### src/rtl/rat_port_fifo.sv
// Port-mapped 8-bit FIFO responder on the RAT MCU I/O bus.
// Optional interrupt on first push into an empty FIFO: define RAT_FIFO_INT_EN.
module rat_port_fifo #(
  parameter logic [7:0] BASE_PORT = 8'h30,
  parameter int         DEPTH     = 16
) (
  input  logic       CLK,
  input  logic       RST,
  input  logic [7:0] PORT_ID,
  input  logic [7:0] OUT_PORT,
  input  logic       IO_STRB,
  output logic [7:0] IN_PORT,
  output logic       SEL,
  output logic       INT
);

  localparam int AW = $clog2(DEPTH);
  localparam int CW = AW + 1;

  logic [7:0]    mem [DEPTH];
  logic [AW-1:0] rd_ptr;
  logic [AW-1:0] wr_ptr;
  logic [CW-1:0] count;
  logic          ovf;
  logic          unf;
  logic          int_en;
  logic [7:0]    off;
  logic          full;
  logic          empty;
  logic          wr_data;
  logic          wr_cmd;

  assign off     = PORT_ID - BASE_PORT;
  assign SEL     = (off[7:2] == 6'd0);
  assign full    = (count == CW'(DEPTH));
  assign empty   = (count == '0);
  assign wr_data = IO_STRB && SEL && (off[1:0] == 2'd0);
  assign wr_cmd  = IO_STRB && SEL && (off[1:0] == 2'd2);

  always_ff @(posedge CLK) begin
    if (!RST && wr_data && !full) mem[wr_ptr] <= OUT_PORT;
  end

  // flush outranks pop; the clear bit lands last so it beats a fresh underflow
  always_ff @(posedge CLK) begin
    if (RST) begin
      rd_ptr <= '0;
      wr_ptr <= '0;
      count  <= '0;
      ovf    <= 1'b0;
      unf    <= 1'b0;
    end else if (wr_data) begin
      if (full) begin
        ovf <= 1'b1;
      end else begin
        wr_ptr <= wr_ptr + AW'(1);
        count  <= count + CW'(1);
      end
    end else if (wr_cmd) begin
      if (OUT_PORT[1]) begin
        rd_ptr <= '0;
        wr_ptr <= '0;
        count  <= '0;
      end else if (OUT_PORT[0]) begin
        if (empty) begin
          unf <= 1'b1;
        end else begin
          rd_ptr <= rd_ptr + AW'(1);
          count  <= count - CW'(1);
        end
      end
      if (OUT_PORT[2]) begin
        ovf <= 1'b0;
        unf <= 1'b0;
      end
    end
  end

`ifdef RAT_FIFO_INT_EN
  logic int_q;

  always_ff @(posedge CLK) begin
    if (RST) begin
      int_en <= 1'b0;
      int_q  <= 1'b0;
    end else begin
      int_q <= wr_data && empty && int_en;
      if (wr_cmd && OUT_PORT[7]) int_en <= OUT_PORT[4];
    end
  end

  assign INT = int_q;
`else
  assign int_en = 1'b0;
  assign INT    = 1'b0;
`endif

  always_comb begin
    IN_PORT = 8'h00;
    if (SEL) begin
      unique case (off[1:0])
        2'd0: IN_PORT = empty ? 8'h00 : mem[rd_ptr];
        2'd1: IN_PORT = {3'b000, int_en, unf, ovf, full, empty};
        2'd2: IN_PORT = 8'h00;
        2'd3: IN_PORT = 8'(count);
      endcase
    end
  end

endmodule

### config.mk
export PLATFORM = sky130hd
export DESIGN_NAME = rat_port_fifo
export DESIGN_NICKNAME = d
export VERILOG_FILES = /design/src/rtl/rat_port_fifo.sv
export SDC_FILE = /design/constraint.sdc
export NUM_CORES = 1
export LEC_CHECK = 0
export BUFFER_PORTS_ARGS = -buffer_cell sky130_fd_sc_hd__buf_4
export CAP_MARGIN = 20
export CORE_ASPECT_RATIO = 1.5
export CORE_MARGIN = 3
export CORE_UTILIZATION = 60
export CTS_BUF_LIST = sky130_fd_sc_hd__clkbuf_2 sky130_fd_sc_hd__clkbuf_4 sky130_fd_sc_hd__clkbuf_8
export DETAILED_ROUTE_END_ITERATION = 10
export PLACE_DENSITY = 0.82
export SLEW_MARGIN = 20
export SYNTH_ARGS = -nofsm -noshare
export SYNTH_HDL_FRONTEND = slang
export SYNTH_SLANG_ARGS = --single-unit
### constraint.sdc
create_clock -name CLK -period 2.8 [get_ports CLK]
set_input_delay 0.14 -clock CLK [delete_from_list [all_inputs] [get_ports CLK]]
set_output_delay 0.14 -clock CLK [all_outputs]
set_load 0.02 [all_outputs]
# --- After elaboration in Yosys (flattened, before gate mapping) ---
# Memories as Yosys holds them, arrays and structs flattened. A register that Yosys moved wholly into a read port is not among the register bits.
# Cells that the tools add are included.
classes:
  div_mod_pow: 0
  mux: 28
  multipliers: 0
  shift: 0
  magnitude_cmp: 0
  n_bitwise: 1
  reduce_logical: 22
  add_sub_neg: 5
  eq_ne: 9
ops:
  columns: ["op", "n"]
  rows:
  - ["4-bit two-way mux", 9]
  - ["8-bit case mux with 4 select lines", 1]
  - ["5-bit two-way mux", 6]
  - ["8-bit two-way mux", 2]
  - ["2-bit nonzero test", 6]
  - ["1-bit two-way mux", 10]
  - ["4-bit by 1-bit adder with 4-bit output (second input constant)", 2]
  - ["4-bit AND reduction", 2]
  - ["8-bit by 6-bit subtractor with 8-bit output (second input constant)", 1]
  - ["6-bit logical NOT", 1]
  - ["2-bit != test (second input constant)", 3]
  - ["3-bit AND reduction", 2]
  - ["5-bit by 1-bit adder with 5-bit output (second input constant)", 1]
  - ["5-bit == test (second input constant)", 1]
  - ["1-bit logical AND", 5]
  - ["5-bit logical NOT", 1]
  - ["5-bit AND reduction", 1]
  - ["5-bit by 1-bit subtractor with 5-bit output (second input constant)", 1]
  - ["2-bit == test (second input constant)", 2]
  - ["3-bit by 2-bit != test with 1-bit output (second input constant)", 1]
  - ["3-bit nonzero test", 1]
  - ["2-bit by 1-bit == test with 1-bit output (second input constant)", 1]
  - ["1-bit logical NOT", 2]
  - ["2-bit logical NOT", 1]
  - ["2 further kinds", 2]
word_totals:
  mem_bits_rw: 128
  latchBits: 0
  mem_count: 1
  in_bits: 19
  mem_bits_ro: 0
  output_inout_bits: 10
  regBits: 15
memory_table:
  columns: ["memory", "words", "word_bits", "rd", "rd_clocked_by_memory_dff", "write_ports", "line", "text"]
  rows:
  - ["mem", 16, 8, 1, 1, 1, "20", "logic [7:0] mem [DEPTH];"]

# --- Longest topological paths before layout ---
# Gate-level depths: netlist of run 1.
logic_depth:
  depth_word: 8
  depth_mapped: 8

# --- Least setup slack after synthesis of run 1 ---
# OpenSTA, ideal clock, no wires.
synth_timing:
  kind: "register -> register"
  startpoint: "register count[0]"
  endpoint: "memory mem[0][0] (enable)"
  arrival_time_ns: 1.970
  path_stages_with_launch: 7
  path_buffers: 0
  setup_time_ns: 0.395
  setup_slack_ns: 0.436
  t_required_ns: 2.405
  cell_sequence: "dfxtp_1 -> inv_1 -> ha_1 -> nor4bb_1 -> nor2_1 -> nand2_1 -> nor4_1"
synth_via:
  elab_chain_len: 5
synth_rtl:
  columns: ["element", "line", "text"]
  rows:
  - ["start, declared", "23", "logic [CW-1:0] count;"]
  - ["start signal, assigned", "57", "count <= count + CW'(1);"]
  - ["start signal, assigned", "69", "count <= count - CW'(1);"]
  - ["5-bit == test", "35", "assign full = (count == CW'(DEPTH));"]
  - ["1-bit logical NOT", "41", "if (!RST && wr_data && !full) mem[wr_ptr] <= OUT_PORT;"]
  - ["1-bit logical AND", "41", null]
  - ["1-bit two-way mux", "41", null]
  - ["1-bit two-way mux (implied by the code)", "41", null]
  - ["end, declared", "20", null]
# No other way between the ends.

==> results of run 1 <==
## final cells by class
type	count	area, µm²
timing repair buffer	41	323
clock inverter	13	231
fill	593	2810
multi-input combinational	193	1880
clock buffer	19	255
tap	115	144
sequential	147	4230
inverter	10	37.5
## logic make-up after synthesis
family	synth area share [%]
adders and majority gates	1.61
AOI/OAI and AO/OA	4.05
DFF	68.1
buffers and inverters	2.04
other	0.0604
muxes	15.2
xor gates and xnor gates	0.565
and+or+nand+nor	8.35
## flip-flops by register name (all words and copies together), names as in the netlist, named ones only
| name | flops |
|---|---|
| rd_ptr | 4 |
| mem | 128 |
| ovf | 1 |
| count | 5 |
| wr_ptr | 4 |
| unf | 1 |
## cell usage in the layout, fill, tap and decap left out, types with 2 or more instances in the layout
cell	count
sky130_fd_sc_hd__edfxtp_1	128
sky130_fd_sc_hd__buf_4	39
sky130_fd_sc_hd__mux4_2	35
sky130_fd_sc_hd__nor2_1	20
sky130_fd_sc_hd__dfxtp_1	18
sky130_fd_sc_hd__clkbuf_8	18
sky130_fd_sc_hd__a21oi_1	17
sky130_fd_sc_hd__and2_1	16
sky130_fd_sc_hd__nand2_1	14
sky130_fd_sc_hd__inv_1	10
sky130_fd_sc_hd__mux2i_1	9
sky130_fd_sc_hd__ha_1	8
sky130_fd_sc_hd__o21ai_0	7
sky130_fd_sc_hd__and3_1	6
sky130_fd_sc_hd__mux2_2	6
sky130_fd_sc_hd__nand3_1	6
sky130_fd_sc_hd__bufinv_16	6
sky130_fd_sc_hd__clkinvlp_4	5
sky130_fd_sc_hd__o22ai_1	4
sky130_fd_sc_hd__nor4_2	4
sky130_fd_sc_hd__xor2_1	4
sky130_fd_sc_hd__a311oi_1	4
sky130_fd_sc_hd__nor3_1	3
sky130_fd_sc_hd__or3_1	3
sky130_fd_sc_hd__nor3b_1	2
sky130_fd_sc_hd__nor3b_2	2
sky130_fd_sc_hd__a31oi_1	2
## layer usage
layer,vias up,wire length (µm),part of all wire [%],global-route usage [%]
met2,152,7120,54,43.5
met4,2,539,4.1,11.6
met3,40,731,5.6,6.40
met5,-,13,0.099,0
li1,1541,-,-,-
met1,1759,4700,36,30.6
## power by group
group,internal [µW],total [µW],switching [µW]
clock network,1180,1940,760
registers,2370,2380,0.431
logic,27.9,85.7,57.8
total,3590,4410,818
## critical path, cell delays in order, from the launching register on
cell and delay, ps:
sky130_fd_sc_hd__dfxtp_2 340, sky130_fd_sc_hd__buf_12 260, sky130_fd_sc_hd__mux4_2 560, sky130_fd_sc_hd__mux2i_1 320, sky130_fd_sc_hd__nor2_1 90, sky130_fd_sc_hd__a21oi_1 180, sky130_fd_sc_hd__o22ai_1 120, sky130_fd_sc_hd__buf_4 170
## timing repair
item	in CTS	in global routing
gates resized for setup	0	1
hold buffers	1	0
setup endpoints to repair	0	5
hold endpoints to repair	11	0
## stage by stage
step	total power, µW	hold WS, ps
final	4410	28.8
after global routing	4520	29.3
after CTS	4410	10.6
after detailed placement	2510	427
after global placement	2500	424
after floorplan	2450	212
## Yosys cell counts, types with 2 or more instances
cell type	count
sky130_fd_sc_hd__a21oi_1	17
sky130_fd_sc_hd__a311oi_1	4
sky130_fd_sc_hd__a31oi_1	2
sky130_fd_sc_hd__and2_1	16
sky130_fd_sc_hd__and3_1	6
sky130_fd_sc_hd__buf_2	4
sky130_fd_sc_hd__buf_4	2
sky130_fd_sc_hd__clkbuf_1	9
sky130_fd_sc_hd__dfxtp_1	19
sky130_fd_sc_hd__edfxtp_1	128
sky130_fd_sc_hd__ha_1	8
sky130_fd_sc_hd__inv_1	10
sky130_fd_sc_hd__mux2_2	6
sky130_fd_sc_hd__mux2i_1	9
sky130_fd_sc_hd__mux4_2	35
sky130_fd_sc_hd__nand2_1	14
sky130_fd_sc_hd__nand3_1	6
sky130_fd_sc_hd__nor2_1	20
sky130_fd_sc_hd__nor3_1	4
sky130_fd_sc_hd__nor3b_1	2
sky130_fd_sc_hd__nor3b_2	2
sky130_fd_sc_hd__nor4_1	4
sky130_fd_sc_hd__o21ai_0	7
sky130_fd_sc_hd__o22ai_1	4
sky130_fd_sc_hd__or3_1	3
sky130_fd_sc_hd__xor2_1	4
## how the worst max path moves through the flow
stage	from	to	slack (ps)	cells after the start
2_1_floorplan	count[0]$_SDFFE_PP0P_	mem[0][0]$_DFFE_PP_	440	6
3_3_place_gp	count[0]$_SDFFE_PP0P_	mem[8][5]$_DFFE_PP_	480	7
3_5_place_dp	count[0]$_SDFFE_PP0P_	mem[8][5]$_DFFE_PP_	390	7
4_1_cts	count[0]$_SDFFE_PP0P_	IN_PORT[4]	3	7
5_1_grt	count[0]$_SDFFE_PP0P_	IN_PORT[4]	30	7
6_report	register	IN_PORT[2]	170	7
==> parameters.txt, run 1 <==
Parameter                              Value

Timing
  Max transition margin    50.3%
  Number of setup violations in the final report    0
  Setup repair after global routing missed its margin    no
  Worst clock skew    8.99 ps
  Upper clock frequency limit    380 MHz
  Actual transition at the worst max-transition pin    744 ps
  Share of the clock period used by the worst path after layout    93.9%
  Final Max Tran Viols    0
  Endpoints failing hold    0
  Final period demand of the worst path    2630 ps
  Crit path setup slack, layout    170 ps
  Total Neg Setup Slack    0 ps

CTS
  Number of H-tree branching levels    4
  CTS tree    done
  Number of buffers inserted during clock tree synthesis    17
  Skew-Pair Late Insertion Delay    440 ps
  Number of clock sinks    147
  Buffer type at the clock tree root    sky130_fd_sc_hd__clkbuf_8
  Post-CTS repair timing setup buffer count    0
  Buffers from clock root to sink, at most    2
  Clock slew seen by the registers of the worst setup and hold paths    80 ps

Floorplan
  Die W    89.0 µm
  IO Count    29
  Row count    44
  Starting Density    62.6%
  Floorplan die area    11600 µm²
  Die H    131 µm
  Std-Cell Core Area    9910 µm²

Drt
  Via density    6.49
  Routed wirelength normalized by instance count    24.4 µm
  DRC errors left    0
  Routed Wire Length    13.1 mm
  First-pass iteration count of the detailed router    5
  Iteration-0 DRC Markers    421
  Final ANT Viol Nets    0
  Total number of vias    3494

Worst setup path
  Critical R2R Capture    mem[8][5]$_DFFE_PP_
  Worst setup path class    reg2out
  Reg-to-reg critical path startpoint    count[0]$_SDFFE_PP0P_
  Data arrival time of the critical path    2490 ps
  Required time of the critical path    2660 ps
  Worst-case register-to-register setup slack    270 ps
  Startpoint type of the worst setup path    register
  Kind of end point of the critical path    output pin
  Worst-path maximum fanout    32
  Worst Reg2Reg Path Length in Cells    7

Hold path
  Sink of the worst hold path    mem[0][6]$_DFFE_PP_
  Worst hold-check path type    in2reg
  Hold Path Depth    1
  Hold path startpoint    OUT_PORT[6]

Finish
  Final cell count without fillers    538
  Growth of design area from synthesis to finish    14.4%
  Fin area    7100 µm²
  Antenna Diode Count    0
  Fraction of final layout cells sized beyond drive strength 1    29.3%
  Utilization after layout    71.7%
  Post-layout net count    437

Place
  Placed cell areas    6600 µm²
  PortBufs    27
  Detailed placer's ending HPWL    8.81 mm
  Setup Slack @ Placement    389 ps
  Number of cells after detailed placement    505
  Routability congestion estimate from global placement    0.939

Yosys
  Sequential area share after synthesis    68.1%
  Count of flip-flops with a built-in enable after synthesis    128
  Synth Flop Type    sky130_fd_sc_hd__edfxtp_1
  Count of mapped cells out of synthesis    368
  Synth async-reset ratio    0%
  Top cells by area in the synthesized netlist    sky130_fd_sc_hd__edfxtp_1, sky130_fd_sc_hd__mux4_2, sky130_fd_sc_hd__dfxtp_1, sky130_fd_sc_hd__and2_1, sky130_fd_sc_hd__ha_1
  Area fraction of the dominant cell type after synthesis    61.9%
  Cell Area, Synth    6200 µm²
  Total of flip-flops plus latches after synthesis    147
  Mean area per synthesized cell    16.9 µm²
  Post-synthesis cell type count    49
  Syn. warnings    0
  Syn nets    395
  Dominant cell type by area after synthesis    sky130_fd_sc_hd__edfxtp_1

Global routing
  Largest net degree at the start of global routing    33
  Antenna violations before repair    1
  Via count of the first global-routing pass    3648
  Overall Global Routing Usage    25.6%
  First-pass GRT wire length    20.6 mm
  Grt ovf    0

Power and ir drop
  Max IR drop VDD    0.000451 V
  Leakage    0.00232 µW
  Pwr per Cell Area    620 nW/µm²

Job
  Number of max-cap violations    0

Outcome
  Run status    finished clean
(Power assumes the default switching activity.)
==> run 2, diff against run 1 <==
Settings changed: CORE_ASPECT_RATIO 1.5 to 2.
==> run 2 against run 1 <==
Compared with the run above: first-iteration DRC count fell by 43%; combinational power rose by 2%; largest power group unchanged; clock skew rose by 3.7 ps; die area rose by 0.42%; maximum frequency fell by 0.83%; count of clock-buffer cells in the layout rose by 3; critical endpoint is now IN_PORT[7]; largest cell class unchanged; sequential share of layout area rose by 0.46 points; register-to-register slack improved by 80 ps; sequential cell count did not move; total power fell by 7.5%; non-clock buffer count rose by 2.
==> parameters.txt, run 2 (same netlist as run 1, synthesis figures left out) <==
Parameter                              Value

Outcome
  Run status    finished clean (unchanged)

Global routing
  M3 GR Usage    5.24% (was 6.40%)
  Via count of the first global-routing pass    3686 (was 3648)
  Antenna violations before repair    0 (was 1)
  Peak-usage layer in the global routing report    met2 (unchanged)
  Grt ovf    0 (unchanged)
  Global routing met2 resource utilization    44.1% (was 43.5%)
  Met1 GRT Util    26.6% (was 30.6%)
  First-pass GRT wire length    20.4 mm (was 20.6 mm)
  Largest net degree at the start of global routing    33 (unchanged)
  Overall Global Routing Usage    24.7% (was 25.6%)

Hold path
  Worst hold-check path type    in2reg (unchanged)

Place
  Detailed placer's ending HPWL    9.03 mm (was 8.81 mm)
  Routability congestion estimate from global placement    0.862 (was 0.939)
  Number of cells after detailed placement    523 (was 505)
  Placed cell areas    6630 µm² (was 6600 µm²)
  PortBufs    27 (unchanged)

Floorplan
  Floorplan die area    11700 µm² (was 11600 µm²)
  Std-Cell Core Area    9890 µm² (was 9910 µm²)
  IO Count    29 (unchanged)
  Starting Density    62.7% (was 62.6%)
  Die W    77.9 µm (was 89.0 µm)
  Die H    150 µm (was 131 µm)
  Row count    51 (was 44)

Timing
  Endpoints failing hold    0 (unchanged)
  Setup repair after global routing missed its margin    no (unchanged)
  Number of setup violations in the final report    0 (unchanged)
  Actual transition at the worst max-transition pin    732 ps (was 744 ps)
  Worst clock skew    12.7 ps (was 8.99 ps)
  Share of the clock period used by the worst path after layout    94.7% (was 93.9%)
  Total Neg Setup Slack    0 ps (unchanged)
  Final period demand of the worst path    2650 ps (was 2630 ps)
  Upper clock frequency limit    377 MHz (was 380 MHz)
  Worst slack on hold paths    26.9 ps (was 28.8 ps)
  Final Max Tran Viols    0 (unchanged)
  Max transition margin    51.2% (was 50.3%)

Drt
  Total number of vias    3472 (was 3494)
  First-pass iteration count of the detailed router    5 (unchanged)
  Routed wirelength normalized by instance count    23.3 µm (was 24.4 µm)
  Final ANT Viol Nets    0 (unchanged)
  DRC errors left    0 (unchanged)
  Via density    6.23 (was 6.49)
  Routed Wire Length    13.0 mm (was 13.1 mm)
  Iteration-0 DRC Markers    241 (was 421)

Worst setup path
  Worst path bufs/invs    2 (unchanged)
  Required time of the critical path    2660 ps (about the same)
  Largest stage delay on the critical path    600 ps (was 560 ps)
  Startpoint type of the worst setup path    register (unchanged)
  Kind of end point of the critical path    output pin (unchanged)
  Worst setup path class    reg2out (unchanged)
  Critical path cell sequence    buf_12 -> mux4_2 -> mux4_2 -> and3_1 -> buf_4 (was buf_12 -> mux4_2 -> mux2i_1 -> nor2_1 -> a21oi_1 -> o22ai_1 -> buf_4)
  Library cell contributing the largest single delay on the critical path    sky130_fd_sc_hd__mux4_2 (unchanged)
  Family with the most delay on the worst path    multiplexers (unchanged)
  Data arrival time of the critical path    2510 ps (was 2490 ps)
  Worst-path maximum fanout    32 (unchanged)
  Critical Path Most Common Cell    sky130_fd_sc_hd__mux4_2

Finish
  Registers with the most flip-flops    mem x128, count x5 (unchanged)
  Growth of design area from synthesis to finish    13.6% (was 14.4%)
  Post-layout net count    439 (was 437)
  Fraction of final layout cells sized beyond drive strength 1    29.4% (was 29.3%)
  Fin area    7050 µm² (was 7100 µm²)
  Most common cell after layout, fill and taps aside    sky130_fd_sc_hd__edfxtp_1 (unchanged)
  Register with the most flip-flops    mem (unchanged)
  Final cell count without fillers    557 (was 538)
  Commonest cells after routing, fill and taps aside    sky130_fd_sc_hd__edfxtp_1, sky130_fd_sc_hd__buf_4, sky130_fd_sc_hd__mux4_2 (unchanged)
  Max reg flops    128 (unchanged)
  Antenna Diode Count    0 (unchanged)

CTS
  Buffer type at the clock tree root    sky130_fd_sc_hd__clkbuf_8 (unchanged)
  Buffers from clock root to sink, at most    2 (unchanged)
  Skew-Pair Late Insertion Delay    450 ps (was 440 ps)
  Number of clock sinks    147 (unchanged)
  CTS tree    done (unchanged)
  Post-CTS repair timing setup buffer count    0 (unchanged)
  Number of buffers inserted during clock tree synthesis    17 (unchanged)
  Clock slew seen by the registers of the worst setup and hold paths    70 ps (was 80 ps)
  Number of H-tree branching levels    4 (unchanged)

Job
  Number of max-cap violations    0 (unchanged)

Power and ir drop
  Max IR drop VDD    0.000476 V (was 0.000451 V)
  Leakage    0.00230 µW (was 0.00232 µW)
  Pwr per Cell Area    579 nW/µm² (was 620 nW/µm²)
-- run 2: cell types whose count changed in the layout (fill, tap and decap cells not counted) --
cell,delta
sky130_fd_sc_hd__bufinv_16,-4
sky130_fd_sc_hd__clkinv_2,+4
sky130_fd_sc_hd__clkinvlp_4,-3
sky130_fd_sc_hd__clkbuf_4,+2
sky130_fd_sc_hd__buf_4,+1
sky130_fd_sc_hd__clkbuf_8,+1
sky130_fd_sc_hd__clkinv_4,+1
sky130_fd_sc_hd__dlygate4sd3_1,+1
sky130_fd_sc_hd__inv_6,-1
-- run 2: cell type report --
cell class	instances	area, µm²
Inverter	10	37.5
Timing Repair Buffer	43	340
Multi-Input combinational cell	193	1880
Clock buffer	22	284
Tap cell	132	165
Clock inverter	10	109
Fill cell	613	2850
Sequential cell	147	4230
-- run 2: worst reg2reg max path, stage by stage, from the launching register on --
cell and delay (ps):
sky130_fd_sc_hd__dfxtp_1 420, sky130_fd_sc_hd__inv_1 130, sky130_fd_sc_hd__ha_1 260, sky130_fd_sc_hd__nor4bb_1 170, sky130_fd_sc_hd__nor2_1 140, sky130_fd_sc_hd__nand2_1 220, sky130_fd_sc_hd__nor3b_2 330, sky130_fd_sc_hd__and2_1 450
-- run 2: metrics by stage --
stage	utilization [%]	setup slack (ps)	power, µW
after floorplan	-	436	2450
after global placement	67.0	486	2510
after detailed placement	67.0	369	2510
after CTS	71.2	65.1	4100
after global routing	71.2	66.9	4190
final	71.2	148	4080
-- run 2: layer usage --
metal	wire length [µm]	share of wire (%)
met1	4380	34
met2	7400	57
met3	645	5.0
met4	562	4.3
met5	0	0
-- run 2: repair_timing --
action | 4_1_cts | 5_1_grt
resized for setup | 0 | 1
endpoints found under the setup margin | 0 | 5
hold buffers | 2 | 0
endpoints found under the hold margin | 15 | 0
-- run 2: worst paths after layout --
kind / slack (ps) / to / from / cells after the start
setup / recovery: 150 / IN_PORT[7] / register / 5
hold / removal: 30 / mem[9][5]$_DFFE_PP_ / OUT_PORT[5] / 1
setup reg to reg: 350 / mem[8][1]$_DFFE_PP_ / count[0]$_SDFFE_PP0P_ / 7
hold reg to reg: 550 / ovf$_SDFFE_PP0P_ / ovf$_SDFFE_PP0P_ / 2
-- run 2: report_power, final --
part	total, µW	internal (µW)	switching [µW]
clock	1610	860	753
sequential	2380	2370	0.432
combinational	87.2	28.8	58.5
==> run 3, diff against run 2 <==
--- a/config.mk
+++ b/config.mk
@@ -10,8 +10,8 @@
 export CORE_ASPECT_RATIO = 2
 export CORE_MARGIN = 3
-export CORE_UTILIZATION = 60
+export CORE_UTILIZATION = 55
 export CTS_BUF_LIST = sky130_fd_sc_hd__clkbuf_2 sky130_fd_sc_hd__clkbuf_4 sky130_fd_sc_hd__clkbuf_8
 export DETAILED_ROUTE_END_ITERATION = 10
-export PLACE_DENSITY = 0.82
+export PLACE_DENSITY = 0.77
 export SLEW_MARGIN = 20
 export SYNTH_ARGS = -nofsm -noshare
==> constraint.sdc (replaced) <==
create_clock -name CLK -period 2.8 [get_ports CLK]
set_input_delay 0.42 -clock CLK [delete_from_list [all_inputs] [get_ports CLK]]
set_output_delay 0.42 -clock CLK [all_outputs]
set_load 0.02 [all_outputs]
==> run 3 against run 2 <==
Compared with the run above: core utilization fell by 4.6 points; critical path depth is 2 higher; cell count up 2.9%; setup slack got worse by 120 ps; register-to-register slack about the same; first-iteration DRC count grew 22%; clock power hardly changed; worst hold slack better by 230 ps; via count is 0.81% higher.
==> parameters.txt, run 3 (same netlist as run 1, synthesis figures left out) <==
Parameter                              Value

Place
  Detailed placer's ending HPWL    8.73 mm (was 9.03 mm)
  Placed cell areas    6690 µm² (was 6630 µm²)
  Routability congestion estimate from global placement    0.842 (was 0.862)
  Number of cells after detailed placement    536 (was 523)
  Setup Slack @ Placement    356 ps (was 369 ps)
  PortBufs    27 (unchanged)

Finish
  Utilization after layout    66.6% (was 71.2%)
  Final cell count without fillers    573 (was 557)
  Most common cell after layout, fill and taps aside    sky130_fd_sc_hd__edfxtp_1 (unchanged)
  Post-layout net count    447 (was 439)
  Fin area    7290 µm² (was 7050 µm²)
  Antenna Diode Count    0 (unchanged)
  Growth of design area from synthesis to finish    17.5% (was 13.6%)
  Registers with the most flip-flops    mem x128, count x5 (unchanged)
  Register with the most flip-flops    mem (unchanged)
  Fraction of final layout cells sized beyond drive strength 1    34.2% (was 29.4%)
  Commonest cells after routing, fill and taps aside    sky130_fd_sc_hd__edfxtp_1, sky130_fd_sc_hd__buf_4, sky130_fd_sc_hd__mux4_2 (unchanged)
  Max reg flops    128 (unchanged)

Drt
  Routed wirelength normalized by instance count    22.7 µm (was 23.3 µm)
  DRC errors left    0 (unchanged)
  Total number of vias    3500 (was 3472)
  Final ANT Viol Nets    0 (unchanged)
  Routed Wire Length    13.0 mm (about the same)
  Via density    6.11 (was 6.23)
  First-pass iteration count of the detailed router    4 (was 5)
  Iteration-0 DRC Markers    294 (was 241)

Timing
  Upper clock frequency limit    360 MHz (was 377 MHz)
  Worst clock skew    13.9 ps (was 12.7 ps)
  Final Max Tran Viols    0 (unchanged)
  Max transition margin    64.9% (was 51.2%)
  Crit path setup slack, layout    23.0 ps (was 148 ps)
  Endpoints failing hold    0 (unchanged)
  Setup repair after global routing missed its margin    yes (was no)
  Actual transition at the worst max-transition pin    523 ps (was 732 ps)
  Share of the clock period used by the worst path after layout    99.2% (was 94.7%)
  Number of setup violations in the final report    0 (unchanged)
  Final period demand of the worst path    2780 ps (was 2650 ps)

CTS
  Number of clock sinks    147 (unchanged)
  Number of H-tree branching levels    4 (unchanged)
  CTS tree    done (unchanged)
  Number of buffers inserted during clock tree synthesis    17 (unchanged)
  Quantity of hold-fixing buffers added after cts    0 (was 2)
  Buffer type at the clock tree root    sky130_fd_sc_hd__clkbuf_8 (unchanged)
  Skew-Pair Late Insertion Delay    440 ps (was 450 ps)
  Clock slew seen by the registers of the worst setup and hold paths    90 ps (was 70 ps)
  Buffers from clock root to sink, at most    2 (unchanged)

Power and ir drop
  Pwr per Cell Area    556 nW/µm² (was 579 nW/µm²)
  Max IR drop VDD    0.000483 V (was 0.000476 V)
  Leakage    0.00237 µW (was 0.00230 µW)
  Total power consumption of the routed design    4060 µW (was 4080 µW)

Floorplan
  Std-Cell Core Area    10900 µm² (was 9890 µm²)
  IO Count    29 (unchanged)
  Die W    81.1 µm (was 77.9 µm)
  Floorplan die area    12700 µm² (was 11700 µm²)
  Starting Density    56.7% (was 62.7%)
  Row count    54 (was 51)
  Die H    156 µm (was 150 µm)

Global routing
  Grt ovf    0 (unchanged)
  Largest net degree at the start of global routing    33 (unchanged)
  Overall Global Routing Usage    23.0% (was 24.7%)
  Via count of the first global-routing pass    3659 (was 3686)
  Antenna violations before repair    0 (unchanged)
  First-pass GRT wire length    20.4 mm (about the same)

Hold path
  Worst hold-check path type    in2reg (unchanged)

Worst setup path
  Worst setup path class    reg2out (unchanged)
  Startpoint type of the worst setup path    register (unchanged)
  Data arrival time of the critical path    2360 ps (was 2510 ps)
  Kind of end point of the critical path    output pin (unchanged)
  Required time of the critical path    2380 ps (was 2660 ps)
  Worst-path maximum fanout    8 (was 32)

Job
  Number of max-cap violations    0 (unchanged)

Outcome
  Run status    finished clean (unchanged)
==> run 3: final timing paths <==
check                         start                endpoint  slack, ps  cells past startpoint
max                        register              IN_PORT[3]         20                      7
max reg2reg   count[1]$_SDFFE_PP0P_    mem[11][3]$_DFFE_PP_        350                      7
min reg2reg  wr_ptr[0]$_SDFFE_PP0P_  wr_ptr[0]$_SDFFE_PP0P_        530                      2
min                             RST   count[4]$_SDFFE_PP0P_        260                      2
==> run 3: critical path, stage by stage (launching register included) <==
cell	delay, ps
sky130_fd_sc_hd__dfxtp_4	400
sky130_fd_sc_hd__buf_12	130
sky130_fd_sc_hd__buf_16	140
sky130_fd_sc_hd__mux4_2	520
sky130_fd_sc_hd__mux2_4	300
sky130_fd_sc_hd__a21oi_4	160
sky130_fd_sc_hd__o22ai_1	90
sky130_fd_sc_hd__buf_4	160
==> run 3: metal layers <==
layer  share of wire (%)  GRT usage, %  vias up
li1                    -             -     1568
met1                  35          24.8     1791
met2                  58          41.3      110
met3                 3.9          4.78       31
met4                 3.2          11.9        0
met5                   0             0        -
==> run 3: what timing repair did <==
action | in CTS | in global routing
gates cloned | 3 | 0
setup buffers | 3 | 1
endpoints found under the setup margin | 8 | 8
pin swaps | 6 | 4
hold endpoints to repair | 0 | 0
resized for setup | 18 | 14
==> run 3: final cells by class <==
type                            instances  area [µm²]
Fill cell                             754        3650
Tap cell                              140         175
Sequential cell                       147        4230
Timing Repair Buffer                   51         479
Clock buffer                           17         234
Clock inverter                         15         159
Inverter                               10        37.5
Multi-Input combinational cell        193        1980
==> run 3: through the flow <==
| step | hold WS (ps) | setup TNS (ps) |
|---|---|---|
| after global placement | 496 | 0 |
| after detailed placement | 512 | 0 |
| after floorplan | 477 | 0 |
| final | 259 | 0 |
| after CTS | 241 | -119 |
| after global routing | 251 | -284 |
==> run 3: power by group <==
group          switching, µW  total, µW  internal [µW]
Combinational           55.6       83.1           27.6
Clock                    805       1600            794
Sequential             0.450       2370           2370
